$ cat config.mk
export PLATFORM = sky130hd
export DESIGN_NAME = out_port_mc
export DESIGN_NICKNAME = d
export VERILOG_FILES = /design/src/rtl/out_port_mc.sv
export SDC_FILE = /design/constraint.sdc
export NUM_CORES = 1
export LEC_CHECK = 0
export CAP_MARGIN = 0
export CORE_MARGIN = 3
export CORE_UTILIZATION = 40
export CTS_CLUSTER_DIAMETER = 200
export DETAILED_ROUTE_END_ITERATION = 16
export HOLD_SLACK_MARGIN = 0.02
export PLACE_DENSITY_LB_ADDON = 0.12
export REMOVE_ABC_BUFFERS = 1
export SLEW_MARGIN = 10
export SYNTH_ARGS = -nofsm -noshare
export SYNTH_HDL_FRONTEND = slang
export SYNTH_SLANG_ARGS = --single-unit
$ cat constraint.sdc
create_clock -name clk -period 4.4 [get_ports clk]
set_input_delay 0.88 -clock clk [delete_from_list [all_inputs] [get_ports clk]]
set_output_delay 0.88 -clock clk [all_outputs]
set_load 0.005 [all_outputs]
$ cat src/rtl/out_port_mc.sv
// out_port_mc: CHANNELS shadow output registers feeding a shared {channel, value} FIFO.
// Optional build macro OUT_PORT_CHANGE_FILTER_EN: queue only writes that change a shadow.
module out_port_mc #(
  parameter int WIDTH    = 32,
  parameter int CHANNELS = 4,
  parameter int DEPTH    = 8,
  localparam int CW      = (CHANNELS > 1) ? $clog2(CHANNELS) : 1,
  localparam int LW      = $clog2(DEPTH) + 1
) (
  input  logic             clk,
  input  logic             rst,
  input  logic             write_en,
  input  logic [CW-1:0]    wr_chan,
  input  logic [WIDTH-1:0] data_in,
  input  logic [CW-1:0]    rd_chan,
  output logic [WIDTH-1:0] rd_data,
  output logic             out_valid,
  input  logic             out_ready,
  output logic [WIDTH-1:0] out_data,
  output logic [CW-1:0]    out_chan,
  output logic [LW-1:0]    level,
  output logic             overflow,
  output logic [7:0]       drop_count,
  input  logic             clr_ovf
);

  localparam int PW = $clog2(DEPTH);
  localparam int RW = CW + WIDTH;
  localparam logic [CW:0]   NCH      = (CW + 1)'(CHANNELS);
  localparam logic [LW-1:0] FULL_LVL = LW'(DEPTH);

  logic [WIDTH-1:0] shadow_q [CHANNELS];
  logic [RW-1:0]    mem_q    [DEPTH];
  logic [PW-1:0]    wr_ptr_q, rd_ptr_q;
  logic [LW-1:0]    level_q, level_d;
  logic             ovf_q, ovf_d;
  logic [7:0]       drop_q, drop_d;

  logic          qualified, changed, push, pop, full, accept, drop;
  logic [CW-1:0] wr_idx;

  // Output handshake: a record transfers at a rising edge where out_valid && out_ready;
  // out_chan/out_data hold steady while out_valid && !out_ready.
  always_comb begin
    qualified = write_en && ({1'b0, wr_chan} < NCH);
    wr_idx    = qualified ? wr_chan : '0;
`ifdef OUT_PORT_CHANGE_FILTER_EN
    changed   = (data_in != shadow_q[wr_idx]);
`else
    changed   = 1'b1;
`endif
    push      = qualified && changed;
    full      = (level_q == FULL_LVL);
    pop       = (level_q != '0) && out_ready;
    // A pop in the same cycle frees the slot, so a full FIFO still accepts.
    accept    = push && (!full || pop);
    drop      = push && full && !pop;
    level_d   = level_q + LW'(accept) - LW'(pop);

    ovf_d  = ovf_q;
    drop_d = drop_q;
    if (drop) begin
      ovf_d  = 1'b1;
      drop_d = clr_ovf ? 8'd1 : ((drop_q == 8'hFF) ? drop_q : drop_q + 8'd1);
    end else if (clr_ovf) begin
      ovf_d  = 1'b0;
      drop_d = 8'd0;
    end
  end

  always_ff @(posedge clk) begin
    if (rst) begin
      for (int i = 0; i < CHANNELS; i++) shadow_q[i] <= '0;
      for (int i = 0; i < DEPTH; i++)    mem_q[i]    <= '0;
      wr_ptr_q <= '0;
      rd_ptr_q <= '0;
      level_q  <= '0;
      ovf_q    <= 1'b0;
      drop_q   <= 8'd0;
    end else begin
      if (qualified) shadow_q[wr_idx] <= data_in;
      if (accept) begin
        mem_q[wr_ptr_q] <= {wr_idx, data_in};
        wr_ptr_q        <= wr_ptr_q + PW'(1);
      end
      if (pop) rd_ptr_q <= rd_ptr_q + PW'(1);
      level_q <= level_d;
      ovf_q   <= ovf_d;
      drop_q  <= drop_d;
    end
  end

  assign rd_data              = ({1'b0, rd_chan} < NCH) ? shadow_q[rd_chan] : '0;
  assign out_valid            = (level_q != '0);
  assign {out_chan, out_data} = mem_q[rd_ptr_q];
  assign level                = level_q;
  assign overflow             = ovf_q;
  assign drop_count           = drop_q;

endmodule
# Yosys cells after proc, flatten, opt, wreduce, memory -nomap -nowiden
# Memories as Yosys holds them, arrays and structs flattened. A register that Yosys moved wholly into a read port is not among the register bits.
# Index checks and enable logic that the tools add are counted.
# totals
register_bits	19
ramBits	400
mem_count	2
# mem_list
name	words	width	rd	rd_clocked_by_memory_dff	wr	line	text
mem_q	8	34	1	1	8	33	logic [RW-1:0] mem_q [DEPTH];
shadow_q	4	32	1	0	4	32	logic [WIDTH-1:0] shadow_q [CHANNELS];
# classes
add_sub_neg	5
eq_ne	3
muxes	23
reduce_logical	12
# op_table
op	count
two-way mux 34 bit	1
OR reduction 34 bit	1
two-way mux 32 bit	1
two-way mux 8 bit	4
OR reduction 32 bit	1
two-way mux 1 bit	12
two-way mux 3 bit	3
adder 8 x 1 -> 8 bit, second input constant	1
== test 8 bit, second input constant	1
adder 3 x 1 -> 3 bit, second input constant	2
adder 4 x 1 -> 4 bit	1
== test 4 bit, second input constant	1
logical AND 1 bit	4
two-way mux 2 bit	2
nonzero test 4 bit	1
subtractor 4 x 1 -> 4 bit	1
logical NOT 1 bit	2
!= test 2 bit, second input constant	1
AND reduction 2 bit	1
nonzero test 2 bit	1
logical OR 1 bit	1

# Depth between registers and ports, before layout
# depth
ltp_word	9
depth_mapped	12

# Worst setup path before layout
# OpenSTA, ideal clock, no wires.
# synth_path
path_kind	input to register
start	in out_ready
end	mem mem_q[1][0] (netlist name), enable pin
setup_time_ns	0.472
arrival_time_ns	4.004
slack_ns	-0.076
cell_stages	5
path_buffers	1
path_cell_list	nand2b_2 a31oi_1 buf_4 nand2_1 o21ai_0
# synth_lines
element	line	text
start, declared	18	input logic out_ready,
end, declared	33	

==> results.tsv <==
stage	metric	value	unit
logic_synthesis	syn_inst	1212	
timing	layout_setup_ws	0.739	ns
hold_path	hold_depth	2	
power_and_ir_drop	p_total	11.1	mW
timing	whs	0.476	ns
floorplan	start_util	40.9	%
placement	hpwl	27600	microns
job	maxCapViolCount	0	
floorplan	dieArea	49400	sq um
placement	placedCellCount	1880	
cts	numCtsBuffers	47	
power_and_ir_drop	ir_worst_vdd	0.289	mV
layout	diodes	0	
floorplan	core.rowCount	78	
timing	max_freq	273	MHz
power_and_ir_drop	cellPowerDensity	498	nW/um^2
route	num_vias	10713	
route	drt-total-wl	48700	microns
logic_synthesis	syn_area	18700	sq um
layout	fin_nets	1379	
layout	drive_gt1_share	19.9	%
layout	finalInstanceArea	22200	sq um
global_route	grt_antenna_before_repair	4	
cts	cts_setup_buffers	0	
floorplan	pin_count	121	
cts	cts_hold_buffers	0	
floorplan	die_y	222	microns
timing	final-hold-violation-count	0	
cts	path_clk_slew	0.06	ns
cts	worstSkewPairLatency	0.57	ns
worst_setup_path	path_class	reg2out	
route	drc_errors	0	
worst_setup_path	worstPathRequired	3.52	ns
route	postRouteAntennaNets	0	
timing	timing.final.crit_period	3.66	ns
timing	slew_violations	0	
global_route	grt_max_degree	69	
global_route	grtUsageTotal	19.8	%
timing	rsz0062_at_grt	no	
logic_synthesis	avgSynthCellArea	15.4	sq um
run_status	status	completed	
logic_synthesis	synth_ff_type	edfxtp_1	
layout	n_fill_cell	3909	
logic_synthesis	ys_seq_area_share	66.6	%
timing	setup_viol	0	
cts	cts_root_buf	clkbuf_16	
route	viasPerCell	5.46	
placement	port_buffers	120	
worst_setup_path	cp-end-kind	output pin	
global_route	grt_overflow_total	0	
placement	place_area	20800	sq um
layout	final_cell_mix	edfxtp_1, and2_1, and3_1	
placement	place.gp.congestion	0.741	
placement	pre_cts_slack	1.02	ns
cts	clockBufferDepth	3	
timing	worst_pin_slew	1.01	ns
logic_synthesis	yosysWarningCount	0	
worst_setup_path	critical_path_arrival	2.78	ns
layout	final_cells	1962	
worst_setup_path	cp_max_fo	68	
worst_setup_path	worst-r2r-cell-count	8	
logic_synthesis	synth_area_leaders	edfxtp_1, mux4_2, and2_1, and3_1, nor2_1	
cts	cts_num_sinks	422	
route	drtPass1Iterations	5	
power_and_ir_drop	p_leak	8.12	nW
timing	relSlewSlack	32.1	%
route	avgRoutedWirePerCell	24.8	microns
cts	postCtsResizedCells	0	
layout	mostFrequentLayoutCell	edfxtp_1	
logic_synthesis	synth_top_area_cell	edfxtp_1	
global_route	grt_pass1_vias	11404	
layout	syn_to_final_growth	18.9	%
timing	skew	0.0165	ns
logic_synthesis	synth_top_area_share	64.2	%
floorplan	fp.dieW	222	microns
logic_synthesis	synth_async_sr_flop_share	0	%
cts	cts_tree	done	
global_route	grt_first_pass_wirelength	73400	microns
hold_path	hold_class	reg2reg	
route	drt_iter0_drc	851	
logic_synthesis	ys_ff_latch	422	
logic_synthesis	synth-edff-count	400	
cts	htree_levels	2	
floorplan	core	45800	sq um
worst_setup_path	setup.worst_path.start_class	flip-flop	
logic_synthesis	synth_cell_type_count	48	
timing	fin_crit_sh	83.2	%
==> power by group <==
| group | internal, mW | switching, mW |
|---|---|---|
| combinational | 1.18 | 1.16 |
| clock | 2.30 | 1.59 |
| sequential | 4.72 | 0.114 |
| total | 8.21 | 2.86 |
==> cells in the mapped netlist, types with 6 or more instances <==
| master | instances |
|---|---|
| o21ai_0 | 6 |
| buf_2 | 14 |
| nor2_1 | 118 |
| a21oi_1 | 8 |
| nand2_1 | 49 |
| dfxtp_1 | 22 |
| edfxtp_1 | 400 |
| clkbuf_2 | 7 |
| clkbuf_1 | 54 |
| buf_1 | 8 |
| ha_1 | 8 |
| and2_1 | 161 |
| inv_1 | 10 |
| and3_1 | 134 |
| mux4_2 | 100 |
| mux2_2 | 34 |
| nand3_1 | 14 |
==> routing by layer <==
metal	GRT usage, %	wire [microns]	up-vias
li1	-	-	4818
met4	5.02	915	2
met5	0	20	-
met3	2.97	3030	69
met1	27.7	21000	5492
met2	32.8	23800	332
==> cells by family (layout without fill, tap and decap cells) <==
group | count (synthesis) | in the layout | synth area share, %
buffers and inverters | 101 | 251 | 2.41
flip-flops | 422 | 422 | 66.6
XOR/XNOR | 5 | 5 | 0.234
AND/OR/NAND/NOR | 511 | 511 | 14.9
adder cells (fa/ha/maj) | 9 | 9 | 0.642
multiplexers | 136 | 136 | 14.2
AO/OA/AOI/OAI | 28 | 28 | 1.07
==> flip-flops by register name, summed over array words and instances, names as in the netlist, named ones only <==
signal	flops
mem_q	272
shadow_q	128
drop_count	8
level	4
rd_ptr_q	3
wr_ptr_q	3
overflow	1
==> area by class of cell <==
cell class,count,area [sq um],area share [%]
clock buffers,53,1200,5.39
clock inverters,29,293,1.32
inverters,10,37.5,0.169
multi-input cells,689,5890,26.5
flip-flops and latches,422,12500,56.0
well taps,600,751,3.38
repair buffers,159,1620,7.27
==> path summary, 6_finish.rpt <==
check | start | endpoint | slack (ns)
max | flip-flop | out_data[16] | 0.74
min | overflow | overflow | 0.48
max reg2reg | level[2] | mem_q[2][17] | 1.80
min reg2reg | overflow | overflow | 0.48
==> per-stage QoR <==
stage | setup TNS [ns] | utilization [%]
6_report | 0 | 48.6
5_1_grt | 0 | 48.6
4_1_cts | 0 | 48.6
3_5_place_dp | 0 | 45.3
3_3_place_gp | 0 | 45.3
2_1_floorplan | -118.00 | -
==> worst max-delay path, cell delays in order, from the launching register on <==
cell             delay [ns]
dfxtp_4                0.35
buf_12                 0.46
mux4_2                 0.58
mux2_2                 0.32
clkdlybuf4s50_1        0.46
Power figures use the tool's default switching activity.
